## src/rtl/riscv_pkg.sv

```systemverilog
// riscv_pkg: shared fetch constants, the {pc, instr} fetch entry type and a PC alignment helper
package riscv_pkg;
  localparam int XLEN = 32;
  localparam int INSTR_W = 32;
  localparam logic [XLEN-1:0] PC_STEP = 32'd4;
  localparam logic [INSTR_W-1:0] NOP_INSTR = 32'h0000_0013;
  typedef struct packed {
    logic [XLEN-1:0] pc;
    logic [INSTR_W-1:0] instr;
  } fetch_entry_t;
  function automatic logic [XLEN-1:0] align_pc(input logic [XLEN-1:0] pc);
    return {pc[XLEN-1:2], 2'b00};
  endfunction
endpackage

```

## src/rtl/fetch_buf.sv

```systemverilog
// fetch_buf: 2-entry {pc, instr} FIFO; ports: clk, rst, flush (beats push/pop), push + push_pc/push_instr, pop, head_pc/head_instr, count
module fetch_buf
  import riscv_pkg::*;
(
  input  logic             clk,
  input  logic             rst,
  input  logic             flush,
  input  logic             push,
  input  logic             pop,
  input  logic [XLEN-1:0]  push_pc,
  input  logic [INSTR_W-1:0] push_instr,
  output logic [XLEN-1:0]  head_pc,
  output logic [INSTR_W-1:0] head_instr,
  output logic [1:0]       count
);
  fetch_entry_t e0_q, e0_d, e1_q, e1_d, din;
  logic [1:0] count_q, count_d, kept;
  always_comb begin
    din = '{pc: push_pc, instr: push_instr};
    // entries surviving the pop; the push lands right behind them
    kept = count_q - {1'b0, pop};
    e0_d = flush ? e0_q : (push && kept == 2'd0) ? din : pop ? e1_q : e0_q;
    e1_d = flush ? e1_q : (push && kept == 2'd1) ? din : e1_q;
    count_d = flush ? 2'd0 : kept + {1'b0, push};
  end
  always_ff @(posedge clk) begin
    if (rst) begin
      e0_q <= '0;
      e1_q <= '0;
      count_q <= 2'd0;
    end else begin
      e0_q <= e0_d;
      e1_q <= e1_d;
      count_q <= count_d;
    end
  end
  assign head_pc = e0_q.pc;
  assign head_instr = e0_q.instr;
  assign count = count_q;
  a_no_overflow: assert property (@(posedge clk) disable iff (rst) !(push && !pop && !flush && count_q == 2'd2));
endmodule

```

## src/rtl/instr_fetch.sv

```systemverilog
// instr_fetch: PC, ROM read issue and redirect squash; ports: clk, rst, imem_re/imem_a/imem_rd (ROM), redirect/redirect_pc, out_valid/out_ready/out_instr/out_pc (decode)
module instr_fetch
  import riscv_pkg::*;
#(
  parameter int N = 1024,
  parameter logic [31:0] RESET_PC = 32'h0000_0000,
  localparam int AW = $clog2(N)
) (
  input  logic          clk,
  input  logic          rst,
  output logic          imem_re,
  output logic [AW-1:0] imem_a,
  input  logic [31:0]   imem_rd,
  input  logic          redirect,
  input  logic [31:0]   redirect_pc,
  output logic          out_valid,
  input  logic          out_ready,
  output logic [31:0]   out_instr,
  output logic [31:0]   out_pc
);
  logic [31:0] fetch_pc_q, fetch_pc_d, inflight_pc_q, inflight_pc_d;
  logic inflight_q, inflight_d, pop, push;
  logic [1:0] count;
  logic [2:0] occ;
  assign out_valid = count != 2'd0;
  assign imem_a = fetch_pc_q[AW+1:2];
  always_comb begin
    pop = out_valid && out_ready && !redirect;
    push = inflight_q && !redirect;
    // an issue needs a queue slot that is still free once the in-flight word lands
    occ = {1'b0, count} + {2'b00, inflight_q} - {2'b00, pop};
    imem_re = !rst && !redirect && occ < 3'd2;
    fetch_pc_d = redirect ? align_pc(redirect_pc) : imem_re ? fetch_pc_q + PC_STEP : fetch_pc_q;
    inflight_d = imem_re;
    inflight_pc_d = imem_re ? fetch_pc_q : inflight_pc_q;
  end
  always_ff @(posedge clk) begin
    if (rst) begin
      fetch_pc_q <= RESET_PC;
      inflight_q <= 1'b0;
      inflight_pc_q <= '0;
    end else begin
      fetch_pc_q <= fetch_pc_d;
      inflight_q <= inflight_d;
      inflight_pc_q <= inflight_pc_d;
    end
  end
  fetch_buf u_buf (
    .clk        (clk),
    .rst        (rst),
    .flush      (redirect),
    .push       (push),
    .pop        (pop),
    .push_pc    (inflight_pc_q),
    .push_instr (imem_rd),
    .head_pc    (out_pc),
    .head_instr (out_instr),
    .count      (count)
  );
endmodule

```

## config.mk

```make
export PLATFORM = sky130hd
export DESIGN_NAME = instr_fetch
export DESIGN_NICKNAME = d
export VERILOG_FILES = /design/src/rtl/riscv_pkg.sv /design/src/rtl/fetch_buf.sv /design/src/rtl/instr_fetch.sv
export SDC_FILE = /design/constraint.sdc
export NUM_CORES = 1
export LEC_CHECK = 0
export ABC_AREA = 1
export CAP_MARGIN = 10
export CORE_MARGIN = 8
export CORE_UTILIZATION = 30
export DETAILED_ROUTE_END_ITERATION = 10
export SYNTH_ARGS = -nofsm -noshare
export SYNTH_HDL_FRONTEND = slang
export SYNTH_SLANG_ARGS = --single-unit
```

## constraint.sdc

```tcl
create_clock -name clk -period 3.17 [get_ports clk]
set_input_delay 0.634 -clock clk [delete_from_list [all_inputs] [get_ports clk]]
set_output_delay 0.634 -clock clk [all_outputs]
set_load 0.02 [all_outputs]
```

* After elaboration in Yosys (flattened, before gate mapping)
Cells that the tools add are included.
** Cells by class
- Bitwise gates (word level) :: 1
- Reductions and logical operators :: 16
- Equality and inequality tests :: 1
- $add $sub $neg :: 5
- Magnitude comparators :: 1
- Mux-type cells :: 4
** Operators by type and width (count)
- 64-bit 2-to-1 mux :: 2
- 32-bit 2-to-1 mux :: 2
- 32-bit by 3-bit adder with 32-bit output (second input constant) :: 1
- 1-bit logical AND :: 7
- 2-bit nonzero test :: 3
- 2-bit AND reduction :: 2
- 2-bit by 1-bit adder with 3-bit output :: 1
- 3-bit by 2-bit < comparator with 1-bit output (second input constant) :: 1
- 3-bit by 1-bit subtractor with 3-bit output :: 1
- 2-bit by 1-bit adder with 2-bit output :: 1
- 2-bit by 1-bit equality test with 1-bit output (second input constant) :: 1
- 1-bit logical NOT :: 2
- 2-bit logical NOT :: 1
- 2-bit OR reduction :: 1
- 2-bit by 1-bit subtractor with 2-bit output :: 1
- 1-bit inverter :: 1
** Storage, ports and cells
- Output and inout bits :: 76
- Input port bits :: 68
- Logic and storage cells :: 37
- Flip-flop bits (word level) :: 195

* Depth between registers and ports, before layout
- Depth after elaboration :: 8
- Depth in mapped cells :: 19
- Mapped depth without buffers :: 18

* By module
From an unflattened synthesis, not the netlist that was laid out.
** Unflattened totals
- Cells, all modules :: 1726
- Area total of the unflattened synthesis :: 10478.8 um^2
** By module, submodules not included
- fetch_buf :: seq. area each 2602.5 um^2, cells an instance 1195, times used 1, area an instance 7014.2 um^2
- instr_fetch :: seq. area each 1221.2 um^2, cells an instance 531, times used 1, area an instance 3464.6 um^2

* Worst setup path after synthesis
Ideal clock, no wire load.
- Path type :: input to output
- From :: input port redirect
- To :: output port imem_re
- Buffers on the path :: 1
- Arrival time :: 2285 ps
- Stages :: 12
- Required time :: 2536 ps
- Slack :: 251 ps
- Cell sequence :: inv_2 nand3_1 inv_1 ha_1 inv_2 nand2_1 fa_1 inv_1 nor2_2 nand2_2 inv_2 buf_2
** On the way
- Word-level cells in the longest chain between the ends :: 5
- Elaborated cells on any way between the ends :: 6
- Those cells by class :: 1 x add/sub; 1 x order compare; 4 x reduce/logical
** Ends and longest elaborated chain
- start, declared :: line instr_fetch.sv:14 : input logic redirect,
- 1-bit logical NOT * :: line instr_fetch.sv:28, instr_fetch.sv:32
- 1-bit logical AND :: line instr_fetch.sv:28 : pop = out_valid && out_ready && !redirect;
- 3-bit by 1-bit subtractor with 3-bit output :: line instr_fetch.sv:31 : occ = {1'b0, count} + {2'b00, inflight_q} - {2'b00, pop};
- 3-bit by 2-bit < comparator with 1-bit output :: line instr_fetch.sv:32 : imem_re = !rst && !redirect && occ < 3'd2;
- 1-bit logical AND * :: line instr_fetch.sv:32
- end, declared :: line instr_fetch.sv:11 : output logic imem_re,
Every way passes the cells marked *; elsewhere a longest branch is shown, timed or not.

* Worst setup path in the final report
- From :: input port out_ready
- To :: output port imem_re
** On the way
- Word-level cells in the longest chain between the ends :: 5
** Ends and longest elaborated chain
- start, declared :: line instr_fetch.sv:17 : input logic out_ready,
- 1-bit logical AND (2 in a row) :: line instr_fetch.sv:28
- 3-bit by 1-bit subtractor with 3-bit output :: line instr_fetch.sv:31
- 3-bit by 2-bit < comparator with 1-bit output :: line instr_fetch.sv:32
- 1-bit logical AND :: line instr_fetch.sv:32
No other way between the ends.

==> reports/summary.txt <==
Req. time, crit path: 2.54 ns
Vert. Die Dim: 181 um
Run status: finished, final reports clean
Hold worst-path end: inflight_pc_q[23]
# clock sinks: 187
Number of enable-type register cells in the synthesized netlist: 0
Row count: 60
Global route overflow: 0
GRT Util Overall: 0.143
# placed instances: 1569
Number of violations of the max-capacitance limit: 0
Max transition margin: 0.546
Clock insertion delay at the later pin of the skew report: 0.42 ns
Hold Startpoint: inflight_pc_q[23]
Layout filler cell count: 2796
Utilization after layout: 0.393
# resized after CTS: 8
Unrepaired setup endpoints after global routing: no
Total standard cell area after synthesis: 0.00822 mm^2
Proportion of layout cells with a drive suffix above 1: 0.0700
Global-route wire length before repair: 38.9 mm
Tightest hold margin: 0.470 ns
Num ports: 144
Endpoints failing setup: 0
Total negative slack for setup checks: 0 ns
TritonCTS clock tree: done
Post-route design area: 0.0106 mm^2
Total inserted antenna cells: 0
Quantity of I/O buffers inserted on ports: 139
Share of flip-flops with an asynchronous set or reset: 0
FF-to-FF setup slack: 0.31 ns
Pwr Total: 5.30 mW
Hold Path Stages: 2
Cell count after synthesis: 1139
Top flip-flop cell by instance count after synthesis: sky130_fd_sc_hd__dfxtp_1
Antenna violation net count after detailed routing: 0
Post-detail-place hpwl: 15.8 mm
Finished Layout Cells: 1599
RD Place Congestion: 0.884
Number of pins with negative max-slew slack in the final report: 0
Critical register-to-register path startpoint: u_buf.count[0]
Setup clock skew after layout: 0.0113 ns
Worst voltage drop across the vdd grid: 369 uV
Die Area: 0.0329 mm^2
Core region area: 0.0270 mm^2
Initial Utilization: 0.305
Quantity of hold-fixing buffers added after cts: 0
Arrival time at the worst endpoint: 2.39 ns
Wire length reported by the detailed router: 23.7 mm
Final period demand of the worst path: 3.02 ns
Worst-case clock buffer depth: 2
CP Capture Type: output pin
Measured slew at the worst slew-check pin: 0.681 ns
Startpoint type of the worst setup path: input pin
Depth of the most critical reg-to-reg path: 16
Avg Vias per Cell: 4.83
Endpoint of the worst-slack reg-to-reg timing path: inflight_pc_q[13]
Post CTS Setup Buffer Count: 0
Drt first-iter violations: 592
Power Density: 501 mW/mm^2
Proportion of netlist area held by the largest area contributor: 0.456
Clock transition at path regs: 0.07 ns
Number of global-route vias before repair: 7202
Leak: 4.02 nW
Type of the setup path with the least slack: in -> out
Worst setup slack before clock tree synthesis: -0.593 ns
Final Hold Viols: 0
Total number of H-tree levels: 4
Area contributors post-synth: sky130_fd_sc_hd__dfxtp_1, sky130_fd_sc_hd__nand2_1, sky130_fd_sc_hd__o21ai_0, sky130_fd_sc_hd__nand3_1, sky130_fd_sc_hd__nor2_1
Final net count: 1320
Syn_area_per_cell: 7.21 um^2
Total number of vias: 7722
Synthesis-stage register bit count: 187
Critical path fanouts, max: 2
Sequential element share of the synthesized area: 0.456
Cell area after placement: 0.0100 mm^2
Number of antenna violations at the first check in global routing: 0
DRC violation count after routing: 0
Final cycle utilization of the critical path: 0.953
Synth-to-layout area growth: 28.8%
Clock tree root driver cell: sky130_fd_sc_hd__clkbuf_16
CTS buffer count: 17
Netlist cell types: 34
Largest area contributor in the netlist: sky130_fd_sc_hd__dfxtp_1
DR pass1 iterations: 5
Maximum number of pins on one net before global-route repair: 153
Worst min-delay path class: reg -> reg
Maximum clock rate: 331 MHz
Setup slack of the critical path after layout: 0.149 ns
Per-cell routed wire length: 14.8 um
Die Width: 181 um
Number of warning messages in the yosys log: 0
Crit path launch: out_ready
[layout make-up]
type | count | area (um^2) | area share
Inverter | 98 | 369 | 0.0349
Clock inverter | 10 | 106 | 0.0100
Timing Repair Buffer | 179 | 1810 | 0.171
Tap cell | 341 | 427 | 0.0403
Multi-Input combinational cell | 764 | 3680 | 0.348
Sequential cell | 187 | 3740 | 0.354
Clock buffer | 20 | 447 | 0.0422
[critical path, stage by stage]
cell and delay [ns]:
sky130_fd_sc_hd__dlygate4sd2_1 0.29, sky130_fd_sc_hd__nand3_1 0.11, sky130_fd_sc_hd__inv_1 0.05, sky130_fd_sc_hd__ha_1 0.28, sky130_fd_sc_hd__inv_2 0.06, sky130_fd_sc_hd__nand2_1 0.07
sky130_fd_sc_hd__fa_1 0.48, sky130_fd_sc_hd__inv_1 0.05, sky130_fd_sc_hd__nor2_2 0.10, sky130_fd_sc_hd__nand2_2 0.06, sky130_fd_sc_hd__inv_2 0.08, sky130_fd_sc_hd__buf_6 0.12
[where the power goes]
part | internal (mW) | switching, mW | leakage, nW
logic | 0.313 | 0.398 | 2.23
clock network | 1.11 | 0.935 | 0.264
registers | 2.46 | 0.0803 | 1.52
[state kept, by name, indices dropped and copies added (netlist names)]
| signal | flops |
|---|---|
| inflight_q | 1 |
| fetch_pc_q | 30 |
| u_buf.head_pc | 30 |
| u_buf.head_instr | 32 |
| inflight_pc_q | 30 |
| u_buf.count | 2 |
| u_buf.e1_q | 62 |
[cell usage in the layout, fill, tap and decap left out, types with 9 or more instances in the layout]
cell and n:
sky130_fd_sc_hd__clkbuf_16 17, sky130_fd_sc_hd__buf_12 9, sky130_fd_sc_hd__nand2_1 189, sky130_fd_sc_hd__a21oi_1 55, sky130_fd_sc_hd__o21ai_0 140, sky130_fd_sc_hd__dfxtp_1 187
sky130_fd_sc_hd__a211oi_1 15, sky130_fd_sc_hd__clkdlybuf4s50_1 136, sky130_fd_sc_hd__buf_4 30, sky130_fd_sc_hd__a31oi_1 67, sky130_fd_sc_hd__nand3_1 111, sky130_fd_sc_hd__nor2_1 126
sky130_fd_sc_hd__inv_1 93, sky130_fd_sc_hd__o21ai_1 14
[cell usage after synthesis (5+ instances only)]
library cell / number
sky130_fd_sc_hd__a211oi_1: 15
sky130_fd_sc_hd__a21oi_1: 55
sky130_fd_sc_hd__a31oi_1: 67
sky130_fd_sc_hd__buf_2: 24
sky130_fd_sc_hd__buf_4: 13
sky130_fd_sc_hd__clkbuf_1: 48
sky130_fd_sc_hd__dfxtp_1: 187
sky130_fd_sc_hd__inv_1: 94
sky130_fd_sc_hd__nand2_1: 190
sky130_fd_sc_hd__nand3_1: 111
sky130_fd_sc_hd__nand3b_1: 7
sky130_fd_sc_hd__nand4_1: 6
sky130_fd_sc_hd__nor2_1: 127
sky130_fd_sc_hd__nor2_2: 5
sky130_fd_sc_hd__o21ai_0: 140
sky130_fd_sc_hd__o21ai_1: 14
[per-layer routing]
layer  up-vias  GRT usage  wire length (um)
li1       4019          -                 -
met1      3498      0.199             12000
met4         0     0.0292               134
met5         -          0                 0
met3        13     0.0327              1230
met2       192      0.223             10400
[cell families (layout without fill, tap and decap cells)]
kind of cell    count (synthesis)  count (layout)  share of synthesized area
other cells                     1               2                   0.000456
buf+inv                       189             307                     0.0988
compound gates                298             298                      0.198
simple gates                  456             456                      0.235
flops                         187             187                      0.456
xor+xnor                        3               3                    0.00320
fa+ha+maj                       5               5                    0.00853
[how the worst max path moves through the flow]
stage               endpoint  slack [ns]  cells past startpoint
floorplan            imem_re        0.25                     12
global placement     imem_re       -0.59                     13
detailed placement   imem_re       -0.59                     13
CTS                  imem_re        0.14                     13
global route         imem_re        0.03                     13
finish               imem_re        0.15                     12
No activity file was read; power rests on OpenSTA's default activity.
==> RTL edit 1: new RTL, same flow settings <==
Change the parameter `N` from 1024 to 256.
--- a/src/rtl/instr_fetch.sv
+++ b/src/rtl/instr_fetch.sv
@@ -4,3 +4,3 @@
 #(
-  parameter int N = 1024,
+  parameter int N = 256,
   parameter logic [31:0] RESET_PC = 32'h0000_0000,
Interface: changed (resized imem_a); port bits go from 144 to 142. The function was not compared with the original's and may differ.
==> RTL edit 1 against the unedited design <==
- total power rose by 2.8%
- sequential cell count is the same
- synthesized area is 0.18% lower
- wire length fell by 0.10%
- via count rose by 0.54%
- setup slack got worse by 0.99 ps
- largest cell class unchanged
- count of clock-buffer cells in the layout is 1 lower
- design area is 0.57% higher
- largest power group unchanged
==> RTL edit 1: results (changes against the unedited design) <==
** Global routing
- First-pass GRT wire length :: 38800 um (-0.23%)
- The total routing resource utilization after global routing was 14.2% (-0.085 points).
- Number of global-route vias before repair :: 7232 (+0.42%)
- The pin count of the biggest net entering global routing is 153 (unchanged).
- Initial antenna violation count :: 0 (unchanged)

** Clock network
- The number of buffers added by the clock tree synthesis step was 17 (unchanged).
- The total of hold buffers inserted after clock tree synthesis came to 0 (unchanged).
- Worst-path clk slew :: 70 ps (about the same)
- Maximum level of the CTS H-tree :: 4 (unchanged)
- At the later pin of the worst-skew pair, clock insertion delay measures 430 ps.
- CTS root buf :: sky130_fd_sc_hd__clkbuf_16
- The number of buffers on the longest clock path is 2 (unchanged).

** STA
- The worst clock skew on the final layout came to 14.5 ps (+3.20 ps).
- Worst slew slack as a fraction of its limit :: 56.5% (+1.8 points)

** Worst hold path
- Type of the most critical hold path :: reg -> reg

** Place
- Number of instances in the placed design :: 1569 (unchanged)
- The placer congestion estimate came to 0.908 (+2.7%).
- The half-perimeter wire length after detailed placement is 15700 um (-0.45%).
- Post-placement setup slack :: -594 ps (-1.91 ps)
- Number of input and output port buffers inserted :: 137 (-1.4%)

** Logic synthesis
- The total number of yosys warnings is 0 (unchanged).
- The sequential element share of the synthesized area came to 45.6% (+0.083 points).
- The async set-reset flop share out of synthesis is 0% (unchanged).
- Sorting the synthesized cells by how often they occur yields sky130_fd_sc_hd__nand2_1 (190), sky130_fd_sc_hd__dfxtp_1 (187), sky130_fd_sc_hd__o21ai_0 (140).
- Yosys cell types :: 34 (unchanged)
- Syn Inst Count :: 1137 (-0.18%)
- Leading post-synthesis cells by cell area :: sky130_fd_sc_hd__dfxtp_1 (46%), sky130_fd_sc_hd__nand2_1 (8.7%), sky130_fd_sc_hd__o21ai_0 (8.5%)

** Final layout
- Post-layout net count :: 1320 (unchanged)
- The number of flip-flops under the largest register name is 62 (unchanged).
- The total inserted antenna cells is 0 (unchanged).
- The layout filler cell count came to 2800 (+0.14%).
- More flip-flops sit in one register than any other, and that register is u_buf.e1_q.
- The final cell count without fillers came to 1601 (+0.13%).
- The fraction of final layout cells sized beyond drive strength 1 is 7.46% (+0.47 points).

** Worst setup path
- On the critical path, the stage with the largest delay is an instance of sky130_fd_sc_hd__fa_1.
- The delay of the slowest cell on the worst path came to 480 ps (about the same).
- The largest fanout on the critical path was 2 (unchanged).
- WP data arrival :: 2390 ps (about the same)

** Power and ir drop
- Peak supply drop :: 0.354 mV (-4.2%)
- Leakage power of the design :: 4.05 nW (+0.72%)

** Status
- Status :: finished, final reports clean

** Routing
- Initial DRC Count :: 680 (+15%)
- The number of vias per cell after detailed routing came to 4.85 (+0.42%).
- 1st-pass router iterations :: 6 (+1)
- Routed length per placed instance :: 14.8 um (-0.23%)
-- RTL edit 1: cells by family after synthesis --
kind of cell               after synthesis  synth area share, %
xor gates and xnor gates                 3                0.320
other                                    1               0.0457
buffers and inverters                  187                 9.72
adders and majority gates                5                0.854
DFF                                    187                 45.6
AOI/OAI and AO/OA                      298                 19.9
and+or+nand+nor                        456                 23.5
-- RTL edit 1: where the power goes --
part           internal, mW  switching (mW)
registers              2.46          0.0805
clock network          1.23           0.971
logic                 0.313           0.395
-- RTL edit 1: cell type report --
cell class | count | area (um^2) | share of cell area [%]
clock buffers | 19 | 453 | 4.26
well taps | 341 | 427 | 4.01
clock inverters | 13 | 154 | 1.45
flip-flops and latches | 187 | 3740 | 35.2
multi-input cells | 764 | 3690 | 34.6
repair buffers | 179 | 1810 | 17.0
inverters | 98 | 369 | 3.47
-- RTL edit 1: what timing repair did --
action,CTS,global route
setup endpoints to repair,1,1
setup buffers,0,0
gates resized for setup,8,2
pin swaps,0,1
-- RTL edit 1: critical path: cells and delay by family --
kind / cells / cell delay [ps]
adder cells (fa/ha/maj): 2 / 750
buffers and inverters: 6 / 650
AND/OR/NAND/NOR: 4 / 340
-- RTL edit 1: worst paths after layout --
kind,slack [ps],from,to,cells past startpoint
max,150,out_ready,imem_re,12
min,470,inflight_pc_q[10]$_SDFFE_PP0P_,inflight_pc_q[10]$_SDFFE_PP0P_,2
max reg2reg,330,u_buf.count[1]$_SDFF_PN0_,inflight_pc_q[21]$_SDFFE_PP0P_,16
min reg2reg,470,inflight_pc_q[10]$_SDFFE_PP0P_,inflight_pc_q[10]$_SDFFE_PP0P_,2
-- RTL edit 1: metrics by stage --
step | util, % | setup TNS, ps | area, um^2 | power, mW
after CTS | 39.6 | 0 | 10600 | 5.52
after detailed placement | 37.3 | -17480 | 10000 | 3.31
final | 39.6 | 0 | 10600 | 5.44
after global routing | 39.6 | 0 | 10600 | 5.70
after floorplan | - | 0 | 8210 | 2.96
after global placement | 37.3 | -17330 | 10000 | 3.30
-- RTL edit 1: routing by layer --
metal | track usage, % | wire length (um) | vias up
met3 | 3.19 | 1180 | 22
met1 | 20.0 | 12000 | 3534
met4 | 3.97 | 318 | 0
li1 | - | - | 4005
met2 | 21.4 | 10200 | 203
met5 | 0 | 0 | -
==> RTL edit 2: new RTL, config.mk and constraints unchanged <==
Without the edit above. Make the reset (`rst`) asynchronous in 2 clocked blocks.
--- a/src/rtl/fetch_buf.sv
+++ b/src/rtl/fetch_buf.sv
@@ -25,3 +25,3 @@
   end
-  always_ff @(posedge clk) begin
+  always_ff @(posedge clk or posedge rst) begin
     if (rst) begin
--- a/src/rtl/instr_fetch.sv
+++ b/src/rtl/instr_fetch.sv
@@ -36,3 +36,3 @@
   end
-  always_ff @(posedge clk) begin
+  always_ff @(posedge clk or posedge rst) begin
     if (rst) begin
Check against the original RTL: differs if rst is asserted again (counterexample within 4 cycles, from zero or initial values and one cycle with rst high); with rst held inactive, the same outputs for 4 cycles.
==> RTL edit 2 against the unedited design <==
- synthesized area grew 9.3%
- sequential cell count is the same
- wire length grew 3.6%
- setup slack lost 23 ps
- register-to-register slack is essentially flat
- fmax shrank 0.77%
- via count shrank 3.9%
- non-clock buffer count shrank 11
- design area grew 8.1%
- synthesized cell count shrank 4.2%
- global-route usage shrank 0.60 points
- highest routed layer unchanged
Power is not compared: it rests on default switching activity, and its combinational part moved more than twofold at a synthesized area within 25%.
==> RTL edit 2: results (changes against the unedited design) <==
** Status
- Status :: finished, final reports clean

** Routing
- The number of vias per cell after detailed routing was 4.59 (-4.9%).
- Routed length per placed instance :: 15.2 um (+2.5%)
- Via count :: 7423 (-3.9%)
- Initial DRC Count :: 605 (+2.2%)

** Logic synthesis
- The async set-reset flop share out of synthesis came to 100% (+100 points).
- Syn Inst Count :: 1091 (-4.2%)
- Leading post-synthesis cells by cell area :: sky130_fd_sc_hd__dfrtp_1 (52%), sky130_fd_sc_hd__nand2_1 (14%), sky130_fd_sc_hd__o21ai_0 (7.6%)
- Top cell types by occurrence after synthesis :: sky130_fd_sc_hd__nand2_1 (340), sky130_fd_sc_hd__dfrtp_1 (187), sky130_fd_sc_hd__o21ai_0 (137)

** Final layout
- Fraction of final layout cells sized beyond drive strength 1 :: 9.38% (+2.4 points)
- The net count of the finished layout came to 1286 (-2.6%).
- The layout filler cell count is 3058 (+9.4%).

** Worst hold path
- Capture endpoint of the worst hold path :: u_buf.head_pc[20]$_DFFE_PP0P_
- Start point of the worst hold path :: u_buf.head_pc[20]$_DFFE_PP0P_

** Global routing
- Largest net degree at the start of global routing :: 188 (+23%)
- Tot GR Track Use :: 13.7% (-0.60 points)
- The wire length of the first global-routing pass is 39400 um (+1.2%).
- The number of antenna violations at the first check in global routing is 1 (+1).

** Place
- The half-perimeter wire length after detailed placement was 17100 um (+8.2%).
- The placer congestion estimate is 0.869 (-1.7%).
- The number of cells after detailed placement was 1582 (+0.83%).

** Worst setup path
- The endpoint arrival time on the critical path came to 2410 ps (+20 ps).
- In this run the critical register-to-register path is captured at fetch_pc_q[12]$_DFFE_PP0P_.
- The length in cells of the worst reg-to-reg path came to 18 (+2).
- The most critical setup path has its startpoint at redirect.
-- RTL edit 2: power by group --
| part | switching [mW] | internal, mW |
|---|---|---|
| clock | 1.01 | 1.22 |
| combinational | 1.98 | 1.60 |
| sequential | 0.571 | 3.37 |
| total | 3.56 | 6.19 |
-- RTL edit 2: area by class of cell --
type / instances / area (um^2) / share of cell area, %
timing repair buffer: 168 / 1680 / 14.7
inverter: 104 / 399 / 3.49
tap: 390 / 488 / 4.26
clock inverter: 14 / 179 / 1.56
multi-input combinational: 735 / 3580 / 31.3
sequential: 187 / 4680 / 40.9
clock buffer: 18 / 439 / 3.84
-- RTL edit 2: what timing repair did --
action | in CTS | in global routing
setup endpoints to repair | 18 | 18
buffers inserted | 2 | 0
pin swaps | 1 | 2
gates resized for setup | 11 | 6
-- RTL edit 2: kinds of logic after synthesis --
logic type      count (synthesis)  synth area share, %
fa+ha+maj                       5                0.780
simple gates                  483                 21.7
mux                            32                 4.85
compound gates                212                 12.1
xor+xnor                        1               0.0975
buf+inv                       170                 8.40
flops                         187                 52.1
other cells                     1               0.0418
-- RTL edit 2: metal layers --
metal | vias to the layer above | share of wire (%) | global-route usage [%]
met5 | - | 0 | 0
met4 | 0 | 0.86 | 2.59
met3 | 14 | 6.2 | 3.79
met2 | 201 | 43 | 20.3
met1 | 3497 | 50 | 19.8
li1 | 3711 | - | -
-- RTL edit 2: metrics by stage --
stage / cell area, um^2 / TNS, ps / hold slack [ps]
2_1_floorplan: 9010 / -67220 / 453
3_3_place_gp: 10800 / -21390 / 464
3_5_place_dp: 10800 / -24370 / 464
4_1_cts: 11400 / 0 / 486
5_1_grt: 11400 / 0 / 505
6_report: 11400 / 0 / 479
-- RTL edit 2: worst reg2reg max path: stages, from the launching register on --
cell and delay, ps:
sky130_fd_sc_hd__dfrtp_1 380, sky130_fd_sc_hd__inv_1 80, sky130_fd_sc_hd__nand2_2 70, sky130_fd_sc_hd__nand3_2 70, sky130_fd_sc_hd__inv_2 50, sky130_fd_sc_hd__ha_4 260
sky130_fd_sc_hd__inv_1 40, sky130_fd_sc_hd__nand2_1 70, sky130_fd_sc_hd__fa_1 410, sky130_fd_sc_hd__nand2_1 90, sky130_fd_sc_hd__nor2_2 50, sky130_fd_sc_hd__nand2_2 120
sky130_fd_sc_hd__buf_4 130, sky130_fd_sc_hd__buf_8 370, sky130_fd_sc_hd__nand2_1 150, sky130_fd_sc_hd__buf_4 210, sky130_fd_sc_hd__o21ai_0 150, sky130_fd_sc_hd__inv_1 50
sky130_fd_sc_hd__nand2_1 60
